==> src/rtl/vga_timing_gen.sv <==
// VGA scan timing: divides the system clock to a pixel-rate enable and runs the
// horizontal/vertical counters, producing sync, visible-area and line/frame markers.
module vga_timing_gen #(
  parameter int unsigned CLK_DIV   = 2,
  parameter int unsigned H_SYNC    = 96,
  parameter int unsigned H_BACK    = 48,
  parameter int unsigned H_VISIBLE = 640,
  parameter int unsigned H_FRONT   = 16,
  parameter int unsigned V_SYNC    = 2,
  parameter int unsigned V_BACK    = 33,
  parameter int unsigned V_VISIBLE = 480,
  parameter int unsigned V_FRONT   = 10
) (
  input  logic       clk,
  input  logic       rst,
  output logic [9:0] pixelx,
  output logic [9:0] pixely,
  output logic       hsync,
  output logic       vsync,
  output logic       vga_clk,
  output logic       pix_en,
  output logic       active,
  output logic       line_end,
  output logic       frame_end,
  output logic [7:0] frame_count
);

  localparam int unsigned H_TOTAL = H_SYNC + H_BACK + H_VISIBLE + H_FRONT;
  localparam int unsigned V_TOTAL = V_SYNC + V_BACK + V_VISIBLE + V_FRONT;
  localparam int unsigned DIV_W   = (CLK_DIV > 2) ? $clog2(CLK_DIV) : 1;

  localparam logic [DIV_W-1:0] DIV_LAST = DIV_W'(CLK_DIV - 1);
  localparam logic [DIV_W-1:0] DIV_HALF = DIV_W'(CLK_DIV / 2);
  localparam logic [DIV_W-1:0] DIV_ONE  = DIV_W'(1);

  localparam logic [9:0] H_LAST      = 10'(H_TOTAL - 1);
  localparam logic [9:0] V_LAST      = 10'(V_TOTAL - 1);
  localparam logic [9:0] H_SYNC_W    = 10'(H_SYNC);
  localparam logic [9:0] V_SYNC_W    = 10'(V_SYNC);
  localparam logic [9:0] H_ACT_FIRST = 10'(H_SYNC + H_BACK);
  localparam logic [9:0] H_ACT_LAST  = 10'(H_SYNC + H_BACK + H_VISIBLE - 1);
  localparam logic [9:0] V_ACT_FIRST = 10'(V_SYNC + V_BACK);
  localparam logic [9:0] V_ACT_LAST  = 10'(V_SYNC + V_BACK + V_VISIBLE - 1);

  logic [DIV_W-1:0] div;
  logic [DIV_W-1:0] div_next;

  // NOTE: every signal written in always_comb gets a value on every path, so no latch is inferred.
  always_comb begin
    div_next = div + DIV_ONE;
    if (div == DIV_LAST) div_next = '0;
  end

  // Strobes and decodes come straight from the registered counters, so they
  // stay cycle-aligned with pixelx/pixely and reset to 0 along with them.
  assign pix_en    = (div == DIV_LAST);
  assign line_end  = pix_en && (pixelx == H_LAST);
  assign frame_end = line_end && (pixely == V_LAST);

  assign hsync  = (pixelx >= H_SYNC_W);
  assign vsync  = (pixely >= V_SYNC_W);
  assign active = (pixelx >= H_ACT_FIRST) && (pixelx <= H_ACT_LAST) &&
                  (pixely >= V_ACT_FIRST) && (pixely <= V_ACT_LAST);

  // NOTE: sequential state uses non-blocking assignments so every flop samples pre-edge values.
  always_ff @(posedge clk) begin
    if (rst) begin
      div         <= '0;
      vga_clk     <= 1'b0;
      pixelx      <= '0;
      pixely      <= '0;
      frame_count <= '0;
    end else begin
      div     <= div_next;
      // Registered from the next divider phase so it equals (div >= CLK_DIV/2) every cycle.
      vga_clk <= (div_next >= DIV_HALF);

      if (pix_en) begin
        if (pixelx == H_LAST) pixelx <= '0;
        else                  pixelx <= pixelx + 10'd1;
      end

      if (line_end) begin
        if (pixely == V_LAST) pixely <= '0;
        else                  pixely <= pixely + 10'd1;
      end

      if (frame_end) frame_count <= frame_count + 8'd1;
    end
  end

endmodule
==> config.mk <==
export PLATFORM = sky130hd
export DESIGN_NAME = vga_timing_gen
export DESIGN_NICKNAME = d
export VERILOG_FILES = /design/src/rtl/vga_timing_gen.sv
export SDC_FILE = /design/constraint.sdc
export NUM_CORES = 1
export LEC_CHECK = 0
export BUFFER_PORTS_ARGS = -buffer_cell sky130_fd_sc_hd__buf_2
export CORE_MARGIN = 10
export CORE_UTILIZATION = 37
export DETAILED_ROUTE_END_ITERATION = 8
export GPL_TIMING_DRIVEN = 0
export SETUP_SLACK_MARGIN = 0.05
export SLEW_MARGIN = 30
export SYNTH_ARGS = -nofsm -noshare
export SYNTH_HDL_FRONTEND = slang
export SYNTH_SLANG_ARGS = --single-unit
==> constraint.sdc <==
create_clock -name clk -period 3.8 [get_ports clk]
set_input_delay 0.19 -clock clk [delete_from_list [all_inputs] [get_ports clk]]
set_output_delay 0.19 -clock clk [all_outputs]
set_load 0.1 [all_outputs]
==> impl_metrics.tcl <==
set metrics [dict create \
    cp_slowest_stage_delay_ns 0.46 \
    io_buffers 36 \
    cts.path.max_buffers 2 \
    vias 1547 \
    antenna_found_initial 0 \
    placed_area_mm2 0.00190 \
    cts_resized 0 \
    crit_path_end_kind "primary output" \
    power.density_mw_per_mm2 304 \
    core_area_mm2 0.00432 \
    status "completed" \
    power.leakage_nw 0.786 \
    grt_pass1_wl_um 6980 \
    post-dp-hpwl_um 3040 \
    initial_core_util 0.380 \
    final_net_count 243 \
    postCtsSetupBuffers 0 \
    hold_path.class "in2reg" \
    num_io_pins 37 \
    wl_um 4180 \
    netlist_area_mm2 0.00165 \
    fin_setup_tns_ns 0 \
    fin_worst_skew_ns 0.00531 \
    setup_slack_ns 1.36 \
    finalNonFillerCells 288 \
    cp_max_fo 10 \
    cp-start-kind "register" \
    synth-main-ff-cell "dfxtp_1" \
    num_rows 24 \
    vias_per_cell 5.37 \
    whs_ns 0.242 \
    numCtsBuffers 5 \
    wire_per_inst_um 14.5 \
    die-area_mm2 0.00751 \
    die_w_um 86.7 \
    rsz0062_at_grt "false" \
    ys_warn_count 0 \
    synth.largest_area_cell "dfxtp_1" \
    post-route-min-period_ns 2.44 \
    irDropWorstVdd_mv 0.182 \
    grt_pass1_vias 1451 \
    final_util 0.459 \
    drt_iter0_drc 108 \
    ctsHoldBuffers 0 \
    cap_violations 0 \
    grt_overflow_total 0 \
    first_pass_iters 4 \
    syn-instance-count 192 \
    setup_viol 0 \
    worstMarginPinSlew_ns 0.605 \
    grt_max_degree 11 \
    placed_cells 280 \
    synth-edff-count 0 \
    die_h_um 86.7 \
    worst_skew_pair.late_latency_ns 0.28 \
    ant_nets 0 \
    ys_types 46 \
    cts-root-buf "clkbuf_8" \
    layout_commonest_cell "buf_2" \
    hold_viol 0 \
    slew_headroom 0.594 \
    dp_slack_ns 1.65 \
    r2r_cells 7 \
    cp_cell_sequence "ha_1 > and3_1 > buf_4 > nand3_4 > buf_2 > inv_2 > buf_2" \
    tritoncts "built" \
    clkTransAtPathRegs_ns 0.06 \
    drcViolationCount 0 \
    yosysTopAreaCellShare 0.353 \
    cp_common_cell "buf_2" \
    synth.area.top_cells "dfxtp_1, ha_1, nand2_1" \
    gp_congestion 0.795 \
    syn_to_final_growth_pct 20.5 \
    path_class "reg2out" \
    cp_slowest_cell "buf_2" \
    numClockSinks 29 \
    fin_area_mm2 0.00198 \
    cts_htree_levels 2 \
    async_reset_ff_frac 0 \
    fmax_mhz 410 \
    hold-path-cell-count 3 \
    final_cell_mix "buf_2, dfxtp_1, nand2_1" \
    cp_data_required_time_ns 3.61 \
    synth_nets 200 \
    p_total_uw 603 \
    avgSynthCellArea_um2 8.57 \
    crit_arrival_ns 2.25 \
    fin_crit_sh 0.642 \
    slew_viol_final 0 \
    drive_above_1_share 0.271 \
    synth_seq_cells 29 \
    grt_usage 0.114 \
    num_antenna_cells 0 \
    seq_area_frac_synth 0.353 \
]
cell type report:
type                            instances  area [µm²]
Fill cell                             442        2340
Multi-Input combinational cell        143         971
Sequential cell                        29         581
Timing Repair Buffer                   36         180
Clock buffer                            8        80.1
Buffer                                 11        72.6
Tap cell                               52        65.1
Inverter                                9        33.8
logic make-up after synthesis:
group | share of synthesized area
flops | 0.353
fa+ha+maj | 0.0456
mux | 0.0129
buf+inv | 0.0646
xor+xnor | 0.0639
simple gates | 0.333
compound gates | 0.127
synth_stat cells, types with 2 or more instances:
cell type and number:
o41ai_1 4, buf_2 3, clkbuf_1 2, nand3_1 7
nand4_1 8, inv_1 8, o311ai_0 3, or4_1 5
xnor2_1 7, xor2_1 5, nor3_1 13, and4_1 2
ha_1 6, buf_6 2, or2_2 3, a21oi_1 12
buf_4 3, o21ai_0 4, nand2_1 18, or3_1 4
o31ai_1 4, dfxtp_1 29, nor2_1 13, nor4_1 5
flip-flops by register name, summed over array words and instances, names as in the netlist:
signal	count
frame_count	8
vga_clk	1
pixelx	10
pixely	10
path summary, 6_finish.rpt:
path                                      from              to  slack [ns]
worst min-delay path                       rst  frame_count[5]        0.24
worst max-delay path                 pixelx[0]        line_end        1.36
worst min register to register  frame_count[1]  frame_count[1]        0.51
worst max register to register       pixelx[0]       pixely[2]        1.86
layer usage:
layer / GRT usage / routed length (µm)
met5: 0 / 0
met4: 0.0442 / 28
met3: 0.0413 / 253
met2: 0.173 / 1830
met1: 0.143 / 2070
critical path, delay by kind of cell, from the launching register on:
kind	cells	cell delay [ns]
and+or+nand+nor	2	0.29
adders and majority gates	1	0.23
buffers and inverters	4	1.02
DFF	1	0.41
report_power, final:
group          internal [mW]  total, mW  switching (mW)
clock                  0.130      0.246           0.117
combinational        0.00944     0.0469          0.0375
sequential             0.307      0.310         0.00294
Power figures use the tool's default switching activity.
